--- config.mk ---
export PLATFORM = sky130hd
export DESIGN_NAME = fp_addsub_pipe
export DESIGN_NICKNAME = d
export VERILOG_FILES = /design/src/rtl/fp_pkg.sv /design/src/rtl/fp_lzc.sv /design/src/rtl/fp_addsub_pipe.sv
export SDC_FILE = /design/constraint.sdc
export NUM_CORES = 1
export LEC_CHECK = 0
export CELL_PAD_IN_SITES_DETAIL_PLACEMENT = 1
export CELL_PAD_IN_SITES_GLOBAL_PLACEMENT = 1
export CORE_MARGIN = 1.5
export CORE_UTILIZATION = 45
export DETAILED_ROUTE_END_ITERATION = 8
export PLACE_DENSITY_LB_ADDON = 0.1
export SKIP_LAST_GASP = 1
export SLEW_MARGIN = 20
export SYNTH_ARGS = -nofsm -noshare
export SYNTH_HDL_FRONTEND = slang
export SYNTH_HIERARCHICAL = 1
export SYNTH_SLANG_ARGS = --single-unit
export TNS_END_PERCENT = 100
--- constraint.sdc ---
create_clock -name clk -period 11.3 [get_ports clk]
set_clock_uncertainty 0.1 [all_clocks]
set_input_delay 2.26 -clock clk [delete_from_list [all_inputs] [get_ports clk]]
set_output_delay 2.26 -clock clk [all_outputs]
set_load 0.02 [all_outputs]
--- src/rtl/fp_pkg.sv ---
// Shared definitions for the floating-point add/subtract pipeline:
// operand classification record, flag bit positions, rounding mode and
// the canonical quiet-NaN pattern generator.
package fp_pkg;

   // Classification of one operand after the effective sign has been applied
   typedef struct packed {
      logic sign;
      logic is_inf;
      logic is_nan;
      logic is_snan;
   } fp_class_t;

   // Bit positions inside the 4-bit flags word {invalid, overflow, underflow, inexact}
   localparam int FLAG_INVALID   = 3;
   localparam int FLAG_OVERFLOW  = 2;
   localparam int FLAG_UNDERFLOW = 1;
   localparam int FLAG_INEXACT   = 0;

   // Only round-to-nearest-even is implemented
   localparam logic [1:0] RND_RNE    = 2'd0;
   localparam logic [1:0] ROUND_MODE = RND_RNE;

   // Canonical quiet NaN: sign 0, exponent all ones, top mantissa bit set, rest zero
   function automatic logic [63:0] qnan_gen(input int exp_w, input int man_w);
      logic [63:0] q;
      q = '0;
      for (int i = 0; i < 64; i++) begin
         if (i >= man_w - 1 && i < man_w + exp_w) begin
            q[i] = 1'b1;
         end
      end
      return q;
   endfunction

endpackage

--- src/rtl/fp_lzc.sv ---
// Parametrised leading-zero counter; an all-zero input reports WIDTH.
module fp_lzc #(
   parameter int WIDTH = 27,
   parameter int CNT_W = $clog2(WIDTH + 1)
) (
   input  logic [WIDTH-1:0] in_vec,
   output logic [CNT_W-1:0] count
);

   logic found;

   // Scan from the MSB and latch the position of the first set bit
   always_comb begin
      count = CNT_W'(WIDTH);
      found = 1'b0;
      for (int i = WIDTH - 1; i >= 0; i--) begin
         if (!found && in_vec[i]) begin
            count = CNT_W'(WIDTH - 1 - i);
            found = 1'b1;
         end
      end
   end

endmodule

--- src/rtl/fp_addsub_pipe.sv ---
// Three-stage IEEE-754-style adder/subtractor with valid/ready handshake.
// S1 unpacks, orders by magnitude and aligns; S2 adds and normalises;
// S3 rounds to nearest-even, packs and applies special-case results.
module fp_addsub_pipe
   import fp_pkg::*;
#(
   parameter int EXP_W = 8,
   parameter int MAN_W = 23
) (
   input  logic                   clk,
   input  logic                   rst,
   input  logic                   in_valid,
   output logic                   in_ready,
   input  logic [EXP_W+MAN_W:0]   a,
   input  logic [EXP_W+MAN_W:0]   b,
   input  logic                   op,
   output logic                   out_valid,
   input  logic                   out_ready,
   output logic [EXP_W+MAN_W:0]   result,
   output logic [3:0]             flags
);

   localparam int W    = 1 + EXP_W + MAN_W;
   localparam int X    = MAN_W + 1;
   localparam int N    = X + 3;
   localparam int WIDE = 2 * X + 2;
   localparam int EW1  = EXP_W + 1;
   localparam int LZW  = $clog2(N + 1);
   localparam int SH_W = (LZW > EW1) ? LZW : EW1;
   localparam logic [W-1:0]     QNAN     = W'(qnan_gen(EXP_W, MAN_W));
   localparam logic [EXP_W-1:0] EXP_ONES = '1;

   function automatic fp_class_t classify(input logic [W-1:0] x, input logic sign);
      fp_class_t c;
      logic      ones;
      ones      = &x[W-2 -: EXP_W];
      c.sign    = sign;
      c.is_inf  = ones && (x[MAN_W-1:0] == '0);
      c.is_nan  = ones && (x[MAN_W-1:0] != '0);
      c.is_snan = c.is_nan && !x[MAN_W-1];
      return c;
   endfunction

   logic enable;

   fp_class_t        a_cls, b_cls;
   logic             swap, sign_l, sign_s;
   logic [W-2:0]     mag_l, mag_s;
   logic [EXP_W-1:0] exp_l, exp_s, shift;
   logic [X-1:0]     man_l, man_s;
   logic [WIDE-1:0]  wide;

   logic             s1_valid_d, s1_valid_q, s1_sign_d, s1_sign_q, s1_sub_d, s1_sub_q;
   logic [EXP_W-1:0] s1_exp_d, s1_exp_q;
   logic [N-1:0]     s1_man_l_d, s1_man_l_q, s1_man_s_d, s1_man_s_q;
   logic             s1_spec_d, s1_spec_q, s1_spec_inv_d, s1_spec_inv_q;
   logic [W-1:0]     s1_spec_res_d, s1_spec_res_q;

   logic [N:0]       sum;
   logic [LZW-1:0]   lz;
   logic [SH_W-1:0]  lz_ext, lim, sh;

   logic             s2_valid_d, s2_valid_q, s2_sign_d, s2_sign_q;
   logic [EW1-1:0]   s2_exp_d, s2_exp_q;
   logic [N-1:0]     s2_man_d, s2_man_q;
   logic             s2_spec_d, s2_spec_q, s2_spec_inv_d, s2_spec_inv_q;
   logic [W-1:0]     s2_spec_res_d, s2_spec_res_q;

   logic [X-1:0]     m, mant;
   logic [X:0]       mr;
   logic             g, st, rup, inexact;
   logic [EW1-1:0]   e;

   logic             out_valid_d, out_valid_q;
   logic [W-1:0]     result_d, result_q;
   logic [3:0]       flags_d, flags_q;

   assign enable    = !out_valid_q || out_ready;
   assign in_ready  = enable;
   assign out_valid = out_valid_q;
   assign result    = result_q;
   assign flags     = flags_q;

   // S1: classify operands, put the larger magnitude first and align the smaller one
   always_comb begin
      a_cls  = classify(a, a[W-1]);
      b_cls  = classify(b, b[W-1] ^ op);
      swap   = b[W-2:0] > a[W-2:0];
      mag_l  = swap ? b[W-2:0] : a[W-2:0];
      mag_s  = swap ? a[W-2:0] : b[W-2:0];
      sign_l = swap ? b_cls.sign : a_cls.sign;
      sign_s = swap ? a_cls.sign : b_cls.sign;
      exp_l  = (mag_l[W-2 -: EXP_W] == '0) ? EXP_W'(1) : mag_l[W-2 -: EXP_W];
      exp_s  = (mag_s[W-2 -: EXP_W] == '0) ? EXP_W'(1) : mag_s[W-2 -: EXP_W];
      man_l  = {|mag_l[W-2 -: EXP_W], mag_l[MAN_W-1:0]};
      man_s  = {|mag_s[W-2 -: EXP_W], mag_s[MAN_W-1:0]};
      shift  = exp_l - exp_s;
      wide   = {man_s, {(X + 2){1'b0}}} >> shift;

      s1_valid_d = in_valid;
      s1_sign_d  = sign_l;
      s1_sub_d   = sign_l ^ sign_s;
      s1_exp_d   = exp_l;
      s1_man_l_d = {man_l, 3'b000};
      if (int'(shift) >= X + 2) begin
         s1_man_s_d = {{(N - 1){1'b0}}, |man_s};
      end else begin
         s1_man_s_d = {wide[WIDE-1 -: X+2], |wide[X-1:0]};
      end

      s1_spec_d     = a_cls.is_nan | b_cls.is_nan | a_cls.is_inf | b_cls.is_inf;
      s1_spec_inv_d = a_cls.is_snan | b_cls.is_snan
                    | (a_cls.is_inf & b_cls.is_inf & (a_cls.sign != b_cls.sign));
      if (a_cls.is_nan || b_cls.is_nan || s1_spec_inv_d) begin
         s1_spec_res_d = QNAN;
      end else if (a_cls.is_inf) begin
         s1_spec_res_d = {a_cls.sign, EXP_ONES, {MAN_W{1'b0}}};
      end else begin
         s1_spec_res_d = {b_cls.sign, EXP_ONES, {MAN_W{1'b0}}};
      end
   end

   fp_lzc #(.WIDTH(N), .CNT_W(LZW)) u_lzc (
      .in_vec (sum[N-1:0]),
      .count  (lz)
   );

   // S2: add or subtract magnitudes, then normalise without dropping below exponent 1
   always_comb begin
      if (s1_sub_q) begin
         sum = {1'b0, s1_man_l_q} - {1'b0, s1_man_s_q};
      end else begin
         sum = {1'b0, s1_man_l_q} + {1'b0, s1_man_s_q};
      end
      lz_ext = SH_W'(lz);
      lim    = SH_W'(s1_exp_q - EXP_W'(1));
      sh     = (lz_ext > lim) ? lim : lz_ext;
      if (sum[N]) begin
         s2_man_d = {sum[N:2], sum[1] | sum[0]};
         s2_exp_d = {1'b0, s1_exp_q} + EW1'(1);
      end else begin
         s2_man_d = sum[N-1:0] << sh;
         s2_exp_d = {1'b0, s1_exp_q} - EW1'(sh);
      end
      s2_valid_d    = s1_valid_q;
      s2_sign_d     = s1_sign_q & ~(s1_sub_q & (sum == '0));
      s2_spec_d     = s1_spec_q;
      s2_spec_inv_d = s1_spec_inv_q;
      s2_spec_res_d = s1_spec_res_q;
   end

   // S3: round to nearest-even, detect overflow and pack the final word and flags
   always_comb begin
      m   = s2_man_q[N-1:3];
      g   = s2_man_q[2];
      st  = |s2_man_q[1:0];
      rup = (ROUND_MODE == RND_RNE) ? (g & (st | m[0])) : 1'b0;
      mr  = {1'b0, m} + {{X{1'b0}}, rup};
      if (mr[X]) begin
         mant = mr[X:1];
         e    = s2_exp_q + EW1'(1);
      end else begin
         mant = mr[X-1:0];
         e    = s2_exp_q;
      end
      inexact     = g | st;
      out_valid_d = s2_valid_q;
      result_d    = '0;
      flags_d     = '0;
      if (!s2_valid_q) begin
         result_d = '0;
      end else if (s2_spec_q) begin
         result_d               = s2_spec_res_q;
         flags_d[FLAG_INVALID]  = s2_spec_inv_q;
      end else if (e >= {1'b0, EXP_ONES}) begin
         result_d               = {s2_sign_q, EXP_ONES, {MAN_W{1'b0}}};
         flags_d[FLAG_OVERFLOW] = 1'b1;
         flags_d[FLAG_INEXACT]  = 1'b1;
      end else begin
         result_d = {s2_sign_q, (mant[X-1] ? e[EXP_W-1:0] : {EXP_W{1'b0}}), mant[MAN_W-1:0]};
         flags_d[FLAG_UNDERFLOW] = ~mant[X-1] & inexact;
         flags_d[FLAG_INEXACT]   = inexact;
      end
   end

   // All stages advance together whenever the output register can take a new value
   always_ff @(posedge clk or posedge rst) begin
      if (rst) begin
         s1_valid_q    <= 1'b0;
         s1_sign_q     <= 1'b0;
         s1_sub_q      <= 1'b0;
         s1_exp_q      <= '0;
         s1_man_l_q    <= '0;
         s1_man_s_q    <= '0;
         s1_spec_q     <= 1'b0;
         s1_spec_inv_q <= 1'b0;
         s1_spec_res_q <= '0;
         s2_valid_q    <= 1'b0;
         s2_sign_q     <= 1'b0;
         s2_exp_q      <= '0;
         s2_man_q      <= '0;
         s2_spec_q     <= 1'b0;
         s2_spec_inv_q <= 1'b0;
         s2_spec_res_q <= '0;
         out_valid_q   <= 1'b0;
         result_q      <= '0;
         flags_q       <= '0;
      end else if (enable) begin
         s1_valid_q    <= s1_valid_d;
         s1_sign_q     <= s1_sign_d;
         s1_sub_q      <= s1_sub_d;
         s1_exp_q      <= s1_exp_d;
         s1_man_l_q    <= s1_man_l_d;
         s1_man_s_q    <= s1_man_s_d;
         s1_spec_q     <= s1_spec_d;
         s1_spec_inv_q <= s1_spec_inv_d;
         s1_spec_res_q <= s1_spec_res_d;
         s2_valid_q    <= s2_valid_d;
         s2_sign_q     <= s2_sign_d;
         s2_exp_q      <= s2_exp_d;
         s2_man_q      <= s2_man_d;
         s2_spec_q     <= s2_spec_d;
         s2_spec_inv_q <= s2_spec_inv_d;
         s2_spec_res_q <= s2_spec_res_d;
         out_valid_q   <= out_valid_d;
         result_q      <= result_d;
         flags_q       <= flags_d;
      end
   end

endmodule

==> metrics.yaml, run 1 <==
outcome:
  status: "completed"
timing:
  totalNegativeSetupSlack_ns: 0
  timing.final.setup_violations: 0
  final-hold-violation-count: 0
  whs_ns: 0.372
  post-route-period-util: 0.844
  worst_slew_margin_rel: 0.273
  period_minus_slack_ns: 9.53
  tightest_slew_ns: 1.08
  slew_viol_final: 0
  timing.final.ws_setup_ns: 1.77
  fmax_mhz: 105
  grt_setup_unrepaired: "false"
floorplanning:
  std_cell_rows: 67
  core_area_um2: 33400
  die_area_um2: 35000
  die_h_um: 187
  io_pins: 107
  die-width_um: 187
  floorplan.initialDensity: 0.456
critical_path:
  path_cells: "clkdlybuf4s50_1, inv_1, ha_1, nand4_1, or4_1, a311o_1, nand2_2, nor2_1, a21oi_1, nand4_1, nor4_1, a211oi_1, ha_2, buf_4, mux2_2, mux2i_1, nor4_1, o21ai_0, a21boi_0, mux2i_1, a2111oi_0, nand4_1, a2bb2oi_1, o31ai_1"
  cp-endpoint: "s1_man_s_q[0]"
  worstSetupStartpointType: "input port"
  critical_path_arrival_ns: 9.76
  timing.critical_path.slowest_stage_cell: "sky130_fd_sc_hd__ha_2"
  rr_worst_depth: 35
  rr_startpoint: "s1_man_l_q[3]"
  critical_path_peak_fanout: 38
  path_class: "input port to flip-flop"
  library_cell_appearing_most_often_on_the_critical_path: "sky130_fd_sc_hd__nand4_1"
  rr_endpoint: "s2_exp_q[8]"
  worstPathRequired_ns: 11.52
  cp-end-kind: "flip-flop"
  slowest_delay_ns: 0.97
  cp-startpoint: "a[30]"
  reg2reg_setup_slack_ns: 1.79
final_layout:
  antenna_cells: 0
  share_of_layout_cells_above_drive_strength_1: 0.0672
  syn_to_final_growth_pct: 13.8
  finish.net_count: 2233
run:
  max_cap_viol_count: 0
detailed_routing:
  drc_errors: 0
  firstDrtPassIters: 5
  vias_per_cell: 6.40
  first_drt_iteration_drcs: 1205
  routed_wire_length_per_instance_um: 23.2
  drtAntennaViolNets: 0
  detailroute.via_count: 16101
  drt_wl_total_mm: 58.3
yosys:
  post_synth_most_frequent_cells: "sky130_fd_sc_hd__nand2_1 (241), sky130_fd_sc_hd__nor2_1 (200), sky130_fd_sc_hd__a21oi_1 (182), sky130_fd_sc_hd__o21ai_0 (162), sky130_fd_sc_hd__dfrtp_1 (147)"
  syn_nets: 2190
  edff_count_synth: 0
  netlist-cell-type-count: 86
  yosysMostFrequentCell: "sky130_fd_sc_hd__nand2_1"
  ys_warn_count: 6
  synth_flop_cell: "sky130_fd_sc_hd__dfrtp_1"
  synth-seq-cells: 147
  post_synth_inst_count: 2013
  netlist_area_pre_place_um2: 15300
  ys_seq_area_frac: 0.241
  synth_top_cell_by_area: "sky130_fd_sc_hd__dfrtp_1"
  yosys-top-cells-area: "sky130_fd_sc_hd__dfrtp_1 (24%), sky130_fd_sc_hd__ha_1 (8.6%), sky130_fd_sc_hd__a21oi_1 (6.0%), sky130_fd_sc_hd__nand2_1 (5.9%), sky130_fd_sc_hd__o21ai_0 (5.3%)"
  synth-async-reset-ratio: 1.00
  yosysTopAreaCellShare: 0.241
  synthesis.area_per_instance_um2: 7.58
cts:
  cts-hold-fix-buffers: 0
  cts_sinks: 147
  clock_tree.htree_level_count: 4
  post_cts_buffers: 0
  post_cts_resize_count: 0
  cts.clk_slew.worst_paths_ns: 0.07
  worstSkewPairLatency_ns: 0.45
  cts_buffers: 17
  tritoncts: "done"
  cts.root.buffer_cell: "sky130_fd_sc_hd__clkbuf_16"
  cts-root-to-sink-buffers: 2
placement:
  buffer_ports.inserted: 106
  hpwl_mm: 44.8
  place_ws_ns: 1.50
  place_congestion: 0.935
pwr:
  swShare: 0.528
  p_sw_w: 0.00239
  combPwrFrac: 0.668
  clock_power_share: 0.134
  max-vdd-ir-drop_uv: 145
  cell_internal_pwr_w: 0.00214
  sequentialPowerShare: 0.197
  power_density_nw_per_um2: 261
  static-leakage-power_nw: 7.44
global_route:
  globalRouteTotalUtil: 0.335
  grt_pass1_wl_mm: 93.5
  first_global_vias: 16276
  pin_count_of_the_biggest_net_entering_global_routing: 82
  grt.overflow.total: 0
  antenna_found_initial: 0
min_path:
  holdCritPathClass: "flip-flop to flip-flop"
[layout by cell type (no fill, tap or decap), types with 9 or more instances in the layout]
| cell | count |
|---|---|
| sky130_fd_sc_hd__ha_1 | 104 |
| sky130_fd_sc_hd__a211oi_1 | 33 |
| sky130_fd_sc_hd__inv_1 | 131 |
| sky130_fd_sc_hd__nor2b_1 | 11 |
| sky130_fd_sc_hd__a211o_1 | 9 |
| sky130_fd_sc_hd__a21o_1 | 28 |
| sky130_fd_sc_hd__nand2_1 | 240 |
| sky130_fd_sc_hd__nand3_1 | 40 |
| sky130_fd_sc_hd__clkbuf_16 | 17 |
| sky130_fd_sc_hd__clkdlybuf4s50_1 | 106 |
| sky130_fd_sc_hd__and3_1 | 14 |
| sky130_fd_sc_hd__dfrtp_1 | 147 |
| sky130_fd_sc_hd__o21bai_1 | 11 |
| sky130_fd_sc_hd__xor2_1 | 32 |
| sky130_fd_sc_hd__o31ai_1 | 14 |
| sky130_fd_sc_hd__o21ai_0 | 162 |
| sky130_fd_sc_hd__nand4_1 | 27 |
| sky130_fd_sc_hd__or3_1 | 9 |
| sky130_fd_sc_hd__and2_1 | 12 |
| sky130_fd_sc_hd__or4_1 | 9 |
| sky130_fd_sc_hd__o22ai_1 | 23 |
| sky130_fd_sc_hd__a221oi_1 | 9 |
| sky130_fd_sc_hd__mux4_2 | 17 |
| sky130_fd_sc_hd__nand2b_1 | 11 |
| sky130_fd_sc_hd__buf_4 | 35 |
| sky130_fd_sc_hd__o21a_1 | 10 |
| sky130_fd_sc_hd__nor3_1 | 50 |
| sky130_fd_sc_hd__a31oi_1 | 21 |
| sky130_fd_sc_hd__nor4_1 | 25 |
| sky130_fd_sc_hd__a22oi_1 | 12 |
| sky130_fd_sc_hd__o221ai_1 | 10 |
| sky130_fd_sc_hd__mux2i_1 | 68 |
| sky130_fd_sc_hd__xnor2_1 | 34 |
| sky130_fd_sc_hd__nor2_1 | 199 |
| sky130_fd_sc_hd__a22o_1 | 16 |
| sky130_fd_sc_hd__a21oi_1 | 182 |
| sky130_fd_sc_hd__mux2_2 | 20 |
| sky130_fd_sc_hd__o211ai_1 | 20 |
[logic make-up (layout without fill, tap and decap cells)]
| family | count (synthesis) | count (layout) | synth area share |
|---|---|---|---|
| adder cells (fa/ha/maj) | 108 | 108 | 0.0900 |
| AND/OR/NAND/NOR | 684 | 684 | 0.208 |
| flip-flops | 147 | 147 | 0.241 |
| multiplexers | 106 | 106 | 0.0851 |
| buffers and inverters | 253 | 309 | 0.0643 |
| XOR/XNOR | 69 | 69 | 0.0396 |
| AO/OA/AOI/OAI | 646 | 646 | 0.271 |
[stage by stage]
step	total power, W	utilization	cell area, um^2	instances
global placement	0.00378	0.500	16700	2485
CTS	0.00448	0.519	17400	2517
finish	0.00453	0.519	17400	2517
detailed placement	0.00384	0.501	16700	2485
global route	0.00483	0.519	17400	2517
floorplan	0.00287	-	15300	2013
[metal layers]
layer	share of wire	track usage
met4	0.022	0.0909
met1	0.48	0.478
met2	0.45	0.539
met5	0	0
met3	0.048	0.0340
[area by class of cell]
cell class | instances | area, um^2
fillers | 4151 | 16100
multi-input cells | 1613 | 10700
flip-flops and latches | 147 | 3680
repair buffers | 141 | 1320
well taps | 448 | 561
inverters | 136 | 517
clock buffers | 17 | 425
clock inverters | 15 | 183
[worst max-delay path, delay by kind of cell]
kind	cells	cell delay [ns]
and+or+nand+nor	8	2.15
AOI/OAI and AO/OA	8	2.29
muxes	3	0.68
buffers and inverters	3	1.05
adders and majority gates	2	1.30
[registers in the layout, indices dropped and copies added (netlist names)]
name / count
s1_spec_res_q: 3
s1_spec_q: 1
s2_exp_q: 9
s2_spec_inv_q: 1
s1_exp_q: 8
result: 32
s2_spec_q: 1
flags: 4
s1_spec_inv_q: 1
out_valid_d: 1
s2_man_q: 27
s1_sub_q: 1
s1_man_s_q: 27
s1_valid_q: 1
s2_spec_res_q: 3
s1_man_l_q: 24
out_valid: 1
s1_sign_q: 1
s2_sign_q: 1
[how the worst min path moves through the flow]
| stage | depth (start not counted) | endpoint | slack [ns] | startpoint |
|---|---|---|---|---|
| after floorplan | 1 | s1_spec_res_q[30] | 0.33 | s1_spec_res_q[30] |
| after global placement | 2 | s2_spec_res_q[31] | 0.35 | s2_spec_res_q[31] |
| after detailed placement | 2 | s2_spec_res_q[31] | 0.36 | s2_spec_res_q[31] |
| after CTS | 2 | s2_spec_res_q[31] | 0.38 | s2_spec_res_q[31] |
| after global routing | 1 | s1_spec_res_q[30] | 0.40 | s1_spec_res_q[30] |
| final | 2 | s2_spec_res_q[31] | 0.37 | s2_spec_res_q[31] |
[power groups by stage]
stage,Clock [W],Combinational [W],Sequential (W)
after floorplan,0,0.00196,0.000908
final,0.000608,0.00303,0.000893
after CTS,0.000619,0.00297,0.000892
after global placement,0,0.00289,0.000888
after detailed placement,0,0.00295,0.000899
after global routing,0.000637,0.00328,0.000919
Note: power is estimated with default switching activity, not from simulation.
==> run 2: changes to the inputs <==
clock period = 9.1 ns   (was 11.3 ns; I/O delays follow)
==> metrics.yaml, run 2 (synthesized netlist as in run 1, its figures left out) <==
outcome:
  status: "completed"
global_route:
  grt_pass1_wl_mm: 94.1  # +0.66%
  grt.overflow.total: 0  # unchanged
  globalRouteTotalUtil: 0.337  # +0.00224
  pin_count_of_the_biggest_net_entering_global_routing: 89  # +8.5%
  first_global_vias: 16744  # +2.9%
  antenna_found_initial: 2  # +2
timing:
  slew_viol_final: 0  # unchanged
  worst_slew_margin_rel: 0.287  # +0.0132
  grt_setup_unrepaired: "false"
  totalNegativeSetupSlack_ns: 0  # unchanged
  tightest_slew_ns: 1.04  # -0.0396 ns
  fmax_mhz: 117
  whs_ns: 0.373  # +0.00125 ns
  final-hold-violation-count: 0  # unchanged
  timing.final.setup_violations: 0  # unchanged
  period_minus_slack_ns: 8.52
  post-route-period-util: 0.936
final_layout:
  multiInputGateArea_um2: 10700  # about the same
  syn_to_final_growth_pct: 15.5
  flip_flop_and_latch_area_um2: 3680  # unchanged
  share_of_layout_cells_above_drive_strength_1: 0.0829  # +0.0158
  antenna_cells: 0  # unchanged
  largest_register_ff_count: 32  # unchanged
  layout.cells.most_common: "sky130_fd_sc_hd__nand2_1"
  final_cell_mix: "sky130_fd_sc_hd__nand2_1 (240), sky130_fd_sc_hd__nor2_1 (197), sky130_fd_sc_hd__a21oi_1 (182), sky130_fd_sc_hd__o21ai_0 (161), sky130_fd_sc_hd__dfrtp_1 (147)"
  filler_cell_count: 4156  # +0.12%
  finish.net_count: 2262  # +1.3%
  layout.cell_area.non_filler_um2: 17600  # +1.5%
cts:
  cts_sinks: 147  # unchanged
  cts.root.buffer_cell: "sky130_fd_sc_hd__clkbuf_16"
  worstSkewPairLatency_ns: 0.45  # about the same
  cts_buffers: 17  # unchanged
  clock_tree.htree_level_count: 4  # unchanged
  tritoncts: "done"
  cts-root-to-sink-buffers: 2  # unchanged
  cts-hold-fix-buffers: 0  # unchanged
  cts.clk_slew.worst_paths_ns: 0.07  # about the same
floorplanning:
  core_area_um2: 33400  # unchanged
  die-width_um: 187  # unchanged
  io_pins: 107  # unchanged
  die_h_um: 187  # unchanged
  std_cell_rows: 67  # unchanged
  die_area_um2: 35000  # unchanged
  floorplan.initialDensity: 0.456  # unchanged
detailed_routing:
  drtAntennaViolNets: 0  # unchanged
  vias_per_cell: 6.33  # -0.97%
  drt_wl_total_mm: 58.8  # +0.70%
  drc_errors: 0  # unchanged
  first_drt_iteration_drcs: 1174  # -2.6%
  firstDrtPassIters: 5  # unchanged
  routed_wire_length_per_instance_um: 23.1  # -0.45%
  detailroute.via_count: 16128  # +0.17%
critical_path:
  cp-end-kind: "flip-flop"
  timing.critical_path.slowest_stage_cell: "sky130_fd_sc_hd__or4_4"
  worstPathRequired_ns: 9.29  # -2.23 ns
  slowest_delay_ns: 0.60  # -0.37 ns
  worstSetupStartpointType: "flip-flop"
  critical_path_arrival_ns: 8.71  # -1.05 ns
  path_class: "flip-flop to flip-flop"
  critical_path_peak_fanout: 12  # -68%
pwr:
  clock_power_share: 0.137  # +0.003
  cell_internal_pwr_w: 0.00273  # +28%
  combPwrFrac: 0.666  # -0.002
  max-vdd-ir-drop_uv: 164  # +13%
  static-leakage-power_nw: 7.60  # +2.2%
  power_density_nw_per_um2: 323  # +24%
  p_sw_w: 0.00297  # +24%
  sequentialPowerShare: 0.196  # about the same
  swShare: 0.521  # -0.00667
placement:
  place_congestion: 0.962  # +2.9%
  hpwl_mm: 45.6  # +1.8%
  buffer_ports.inserted: 106  # unchanged
  placement.cell_area_um2: 16900  # +1.2%
min_path:
  holdCritPathClass: "flip-flop to flip-flop"
run:
  max_cap_viol_count: 0  # unchanged
[run 2: area by class of cell]
class / count / area share
multi-input cells: 1613 / 0.606
flip-flops and latches: 147 / 0.209
repair buffers: 170 / 0.0882
well taps: 448 / 0.0318
inverters: 136 / 0.0293
clock buffers: 17 / 0.0241
clock inverters: 15 / 0.0120
[run 2: stage by stage]
step	setup WS [ns]	util	power, W	cells
CTS	0.317	0.525	0.00564	2543
floorplan	1.09	-	0.00356	2013
detailed placement	0.341	0.506	0.00482	2511
finish	0.578	0.527	0.00570	2546
global route	0.00600	0.527	0.00609	2546
global placement	0.546	0.506	0.00473	2511
[run 2: repair_timing]
item,4_1_cts,5_1_grt
setup buffers,0,3
setup endpoints to repair,0,11
gates resized for setup,0,8
[run 2: worst paths after layout]
| kind | startpoint | end | slack (ns) | cells after the start |
|---|---|---|---|---|
| hold / removal | s1_spec_res_q[30] | s1_spec_res_q[30] | 0.37 | 1 |
| max in group asynchronous | rst | result[23] | 6.11 | 3 |
| hold reg to reg | s1_spec_res_q[30] | s1_spec_res_q[30] | 0.37 | 1 |
| min in group asynchronous | rst | s1_man_s_q[17] | 1.62 | 2 |
| setup / recovery | s1_man_s_q[13] | s2_exp_q[8] | 0.58 | 34 |
| setup reg to reg | s1_man_s_q[13] | s2_exp_q[8] | 0.58 | 34 |
[run 2: layer usage]
layer / wire length (um) / global-route usage / vias up
met5: 28 / 0 / -
met4: 1870 / 0.118 / 4
met3: 3160 / 0.0518 / 109
met2: 26600 / 0.539 / 504
met1: 27100 / 0.463 / 8021
li1: - / - / 7490
[run 2: worst max-delay path: cells and delay by family (launching register included)]
kind / cells / cell delay, ns
XOR/XNOR: 2 / 0.43
AO/OA/AOI/OAI: 12 / 2.50
adder cells (fa/ha/maj): 3 / 1.03
flip-flops: 1 / 0.43
AND/OR/NAND/NOR: 12 / 3.11
buffers and inverters: 5 / 0.76
[run 2: power groups by stage]
| stage | clock network [W] | registers [W] | logic (W) |
|---|---|---|---|
| detailed placement | 0 | 0.00112 | 0.00370 |
| finish | 0.000782 | 0.00112 | 0.00380 |
| global placement | 0 | 0.00111 | 0.00363 |
| global route | 0.000817 | 0.00115 | 0.00413 |
| floorplan | 0 | 0.00113 | 0.00243 |
| CTS | 0.000795 | 0.00111 | 0.00373 |
==> run 3: changes to the inputs <==
CAP_MARGIN = 40   (was unset)
==> metrics.yaml, run 3 (synthesized netlist as in run 1, its figures left out) <==
outcome:
  status: "completed"
timing:
  tightest_slew_ns: 0.852  # -0.189 ns
  period_minus_slack_ns: 8.47  # -0.0534 ns
  fmax_mhz: 118  # +0.63%
  slew_viol_final: 0  # unchanged
  worst_slew_margin_rel: 0.428  # +0.142
  final-hold-violation-count: 0  # unchanged
  timing.final.ws_setup_ns: 0.632  # +0.0534 ns
  post-route-period-util: 0.931  # -0.00587
  whs_ns: 0.374  # +0.000627 ns
  timing.final.setup_violations: 0  # unchanged
global_route:
  globalRouteTotalUtil: 0.338  # +0.000499
  antenna_found_initial: 1  # -1
  grt_pass1_wl_mm: 94.3  # +0.14%
  grt.overflow.total: 0  # unchanged
  first_global_vias: 16689  # -0.33%
  pin_count_of_the_biggest_net_entering_global_routing: 89  # unchanged
placement:
  place_congestion: 0.962  # unchanged
  place_ws_ns: 0.327  # -0.0140 ns
  hpwl_mm: 45.6  # about the same
  buffer_ports.inserted: 106  # unchanged
final_layout:
  share_of_layout_cells_above_drive_strength_1: 0.0865  # +0.00352
  antenna_cells: 0  # unchanged
  finish.net_count: 2269  # +0.31%
  layout.cells.most_common: "sky130_fd_sc_hd__nand2_1"
  syn_to_final_growth_pct: 15.7
  final_cell_mix: "sky130_fd_sc_hd__nand2_1 (240), sky130_fd_sc_hd__nor2_1 (197), sky130_fd_sc_hd__a21oi_1 (182), sky130_fd_sc_hd__o21ai_0 (161), sky130_fd_sc_hd__dfrtp_1 (147)"
  largest_register_ff_count: 32  # unchanged
critical_path:
  rr_worst_depth: 38  # +12%
  critical_path_arrival_ns: 8.67  # -0.04 ns
  slowest_delay_ns: 0.59  # about the same
  path_class: "flip-flop to flip-flop"
  timing.critical_path.slowest_stage_cell: "sky130_fd_sc_hd__or4_4"
  worstSetupStartpointType: "flip-flop"
  cpLargestDelayFamily: "simple AND/OR/NAND/NOR gates"
  cp-end-kind: "flip-flop"
  worstPathRequired_ns: 9.30  # about the same
  critical_path_depth: 38  # +12%
  cp.buffers_inverters: 7  # +2
  critical_path_peak_fanout: 32  # +20
floorplanning:
  die_area_um2: 35000  # unchanged
  floorplan.initialDensity: 0.456  # unchanged
  die_h_um: 187  # unchanged
  std_cell_rows: 67  # unchanged
  core_area_um2: 33400  # unchanged
  io_pins: 107  # unchanged
  die-width_um: 187  # unchanged
pwr:
  clock_power_share: 0.126  # -0.011
  total_power_w: 0.00565  # -0.75%
  p_sw_w: 0.00298  # +0.54%
  power_density_nw_per_um2: 320  # -0.93%
  cell_internal_pwr_w: 0.00267  # -2.2%
  combPwrFrac: 0.677  # +0.011
  sequentialPowerShare: 0.197  # about the same
  max-vdd-ir-drop_uv: 171  # +3.9%
  static-leakage-power_nw: 7.60  # about the same
  swShare: 0.528  # +0.00678
min_path:
  worst_hold_path.num_cells: 1  # unchanged
  holdCritPathClass: "flip-flop to flip-flop"
cts:
  cts.root.buffer_cell: "sky130_fd_sc_hd__clkbuf_16"
  tritoncts: "done"
  cts-hold-fix-buffers: 0  # unchanged
  cts.clk_slew.worst_paths_ns: 0.07  # about the same
  cts_sinks: 147  # unchanged
  clock_tree.htree_level_count: 4  # unchanged
  worstSkewPairLatency_ns: 0.45  # about the same
  cts-root-to-sink-buffers: 2  # unchanged
  cts_buffers: 17  # unchanged
detailed_routing:
  first_drt_iteration_drcs: 1318  # +12%
  vias_per_cell: 6.36  # +0.47%
  drc_errors: 0  # unchanged
  routed_wire_length_per_instance_um: 23.0  # -0.16%
  firstDrtPassIters: 5  # unchanged
  detailroute.via_count: 16248  # +0.74%
  drt_wl_total_mm: 58.8  # +0.12%
  drtAntennaViolNets: 0  # unchanged
run:
  max_cap_viol_count: 0  # unchanged
[run 3: cell count changes in the layout (fill, tap and decap cells not counted), moves of 2 or more]
cell	delta
sky130_fd_sc_hd__bufinv_16	-3
sky130_fd_sc_hd__clkinvlp_4	+4
sky130_fd_sc_hd__clkinv_8	+2
sky130_fd_sc_hd__buf_4	+3
[run 3: through the flow]
stage	TNS, ns	area (um^2)	cells	utilization
6_report	0	17700	2553	0.528
2_1_floorplan	0	15300	2013	-
3_5_place_dp	0	17000	2517	0.508
4_1_cts	0	17600	2549	0.525
3_3_place_gp	0	16900	2511	0.506
5_1_grt	-0.0459	17700	2553	0.528
[run 3: metal layers]
layer	track usage	routed length (um)	up-vias
met5	0	0	-
met3	0.0445	3210	93
met1	0.467	27100	8116
met4	0.101	1610	0
met2	0.549	26900	538
li1	-	-	7501
[run 3: worst paths after layout]
check / startpoint / endpoint / slack [ns]
worst max-delay path: s1_man_s_q[13] / s2_exp_q[8] / 0.63
worst min register to register: s1_spec_res_q[30] / s1_spec_res_q[30] / 0.37
min in group asynchronous: rst / s1_man_s_q[18] / 1.62
worst min-delay path: s1_spec_res_q[30] / s1_spec_res_q[30] / 0.37
max in group asynchronous: rst / s1_spec_q / 6.24
worst max register to register: s1_man_s_q[13] / s2_exp_q[8] / 0.63
[run 3: power by group through the flow]
stage                     Combinational (W)  Sequential [W]  Clock [W]
after floorplan                     0.00243         0.00113          0
after global placement              0.00363         0.00111          0
after detailed placement            0.00372         0.00112          0
after CTS                           0.00375         0.00111   0.000722
after global routing                0.00415         0.00115   0.000741
final                               0.00383         0.00112   0.000711
[run 3: repair_timing]
action,in CTS,in global routing
setup endpoints to repair,0,13
resized for setup,0,10
buffers inserted,0,2
[run 3: area by class of cell]
type	count	area, um^2
multi-input combinational	1613	10700
timing repair buffer	177	1630
clock inverter	15	161
fill	4141	15800
sequential	147	3680
tap	448	561
inverter	136	517
clock buffer	17	425
[run 3: worst reg2reg max path: cells and delay by family (launching register included)]
family,cells,cell delay [ns]
AND/OR/NAND/NOR,12,2.97
AO/OA/AOI/OAI,12,1.95
adder cells (fa/ha/maj),4,1.19
buffers and inverters,7,1.04
flip-flops,1,0.44
XOR/XNOR,2,0.37
multiplexers,1,0.32
==> patch, RTL diff (flow settings as in run 3) <==
Set the parameter `MAN_W` to 21 (it was 23).
--- a/src/rtl/fp_addsub_pipe.sv
+++ b/src/rtl/fp_addsub_pipe.sv
@@ -6,5 +6,5 @@
 #(
    parameter int EXP_W = 8,
-   parameter int MAN_W = 23
+   parameter int MAN_W = 21
 ) (
    input  logic                   clk,
Ports: changed (resized a, b and result); port bits go from 107 to 101. No check against the original RTL was run, so the function may have changed too.
==> patch against run 3 <==
  * Hold slack better by 0.0015 ns
  * Sequential cell count shrank 8
  * Sequential power shrank 7%
  * Worst setup slack got worse by 0.045 ns
  * Synthesized area is 4.2% lower
  * Final area down 5.0%
  * Combinational power rose by 2%
  * Routed wire length decreased by 4.8%
  * Core utilization about the same
  * Via count down 5.1%
  * Power shrank 0.37%
  * Clock power fell by 5.3%
  * Critical path type unchanged
  * Critical endpoint unchanged
  * Highest routed layer unchanged
==> patch: results (changes against run 3) <==
outcome:
  status: "finished, final reports clean"
synth:
  synth.distinct_cells: 107  # +24%
  synth-async-reset-ratio: 1.00  # unchanged
  synthesis.yosys.warnings: 6  # unchanged
  synth_fp_nets: 2081  # -5.0%
  synth.yosys.seq_area_share: 0.238  # -0.00313
  synth_commonest_cells: "213 x nand2_1, 165 x nor2_1, 161 x a21oi_1"
  post_synth_main_area_contributors: "dfrtp_1 24%, ha_1 8.5%, a21oi_1 5.5%"
min_path:
  timing.hold.worst_endpoint: "s2_spec_res_q[20]"
  min-delay-start: "s2_spec_res_q[20]"
  hold_path_depth: 2  # +1
placed_design:
  detailed_place_hpwl_um: 43200  # -5.3%
  gpl.final_weighted_congestion: 0.952  # -1.1%
  io_buffer_count: 100  # -5.7%
sta:
  timing.slew.headroom: 0.378  # -0.0506
  timing.hold.ws_ns: 0.375  # +0.00154 ns
worst_setup_path:
  worstPathMaxFanout: 11  # -66%
  r2r_setup_slack_ns: 0.59  # -0.04 ns
  cp_slowest_stage_delay_ns: 0.65  # +0.06 ns
  worstRegToRegCells: 36  # -5.3%
  arrival_ns: 8.74  # +0.07 ns
  critical_path.slowest_cell: "or4_4"
final_layout:
  share_of_layout_cells_above_drive_strength_1: 0.0918  # +0.00531
  filler_cell_count: 3948  # -4.7%
  largest_register_ffs: 30  # -6.3%
global_route:
  grt_pass1_wl_um: 89100  # -5.4%
  first_global_vias: 15700  # -6.0%
  grt_max_degree: 84  # -5.6%
  globalRouteTotalUtil: 0.338  # +0.000721
drt:
  num_vias: 15400  # -5.1%
  postRouteWirelength_um: 56000  # -4.8%
  initialDrtViolationCount: 1325  # +0.53%
pwr:
  switchingPower_mw: 2.97  # -0.45%
  vdd_drop_max_mv: 0.183  # +7.1%
  total_leakage_power_nw: 7.23  # -4.9%
==> patch: worst max-delay path by stage <==
stage	end	slack [ns]
2_1_floorplan	s2_exp_q[8]	0.73
3_3_place_gp	s2_exp_q[8]	0.45
3_5_place_dp	s2_exp_q[8]	0.21
4_1_cts	s2_exp_q[8]	0.15
5_1_grt	s2_exp_q[8]	0.02
6_report	s2_exp_q[8]	0.59
==> patch: cells by family after synthesis <==
kind of cell    after synthesis  share of synthesized area
compound gates              627                      0.280
xor+xnor                     65                     0.0400
fa+ha+maj                   102                     0.0888
buf+inv                     237                     0.0699
flops                       139                      0.238
mux                          94                     0.0707
simple gates                650                      0.213
==> patch: critical path, delay by kind of cell, from the launching register on <==
kind | cells | cell delay [ns]
flip-flops | 1 | 0.42
multiplexers | 1 | 0.24
XOR/XNOR | 3 | 0.57
buffers and inverters | 1 | 0.13
adder cells (fa/ha/maj) | 4 | 1.17
AND/OR/NAND/NOR | 11 | 2.52
AO/OA/AOI/OAI | 16 | 3.21
==> patch: what timing repair did <==
action                                  in CTS  in global routing
endpoints found under the hold margin        0                  0
endpoints found under the setup margin       0                  4
setup buffers                                0                  1
gates resized for setup                      0                 15
==> patch: final cells by class <==
type	count	area [um^2]	area share
inverters	122	477	0.0284
clock inverters	11	87.6	0.00522
flip-flops and latches	139	3480	0.207
multi-input cells	1538	10200	0.608
well taps	435	544	0.0324
repair buffers	163	1530	0.0909
clock buffers	21	460	0.0274
==> patch: through the flow <==
step	setup slack [ns]	std cells	instance area, um^2	total power, mW
2_1_floorplan	0.733	1914	14600	3.60
3_3_place_gp	0.453	2391	16100	4.76
3_5_place_dp	0.211	2394	16100	4.83
4_1_cts	0.154	2426	16700	5.54
5_1_grt	0.0152	2429	16800	6.01
6_report	0.587	2429	16800	5.63
==> patch: power by group through the flow <==
stage          sequential (mW)  combinational, mW  clock [mW]
6_report                  1.04               3.92       0.673
5_1_grt                   1.07               4.23       0.707
4_1_cts                   1.04               3.82       0.682
2_1_floorplan             1.05               2.55           0
3_3_place_gp              1.03               3.73           0
3_5_place_dp              1.04               3.79           0
==> patch: per-layer routing <==
layer  vias to the layer above  wire [um]  GRT usage
met4                         0        907     0.0751
li1                       7150          -          -
met3                        62       3380     0.0522
met2                       504      25400      0.539
met1                      7696      26300      0.482
met5                         -          0          0
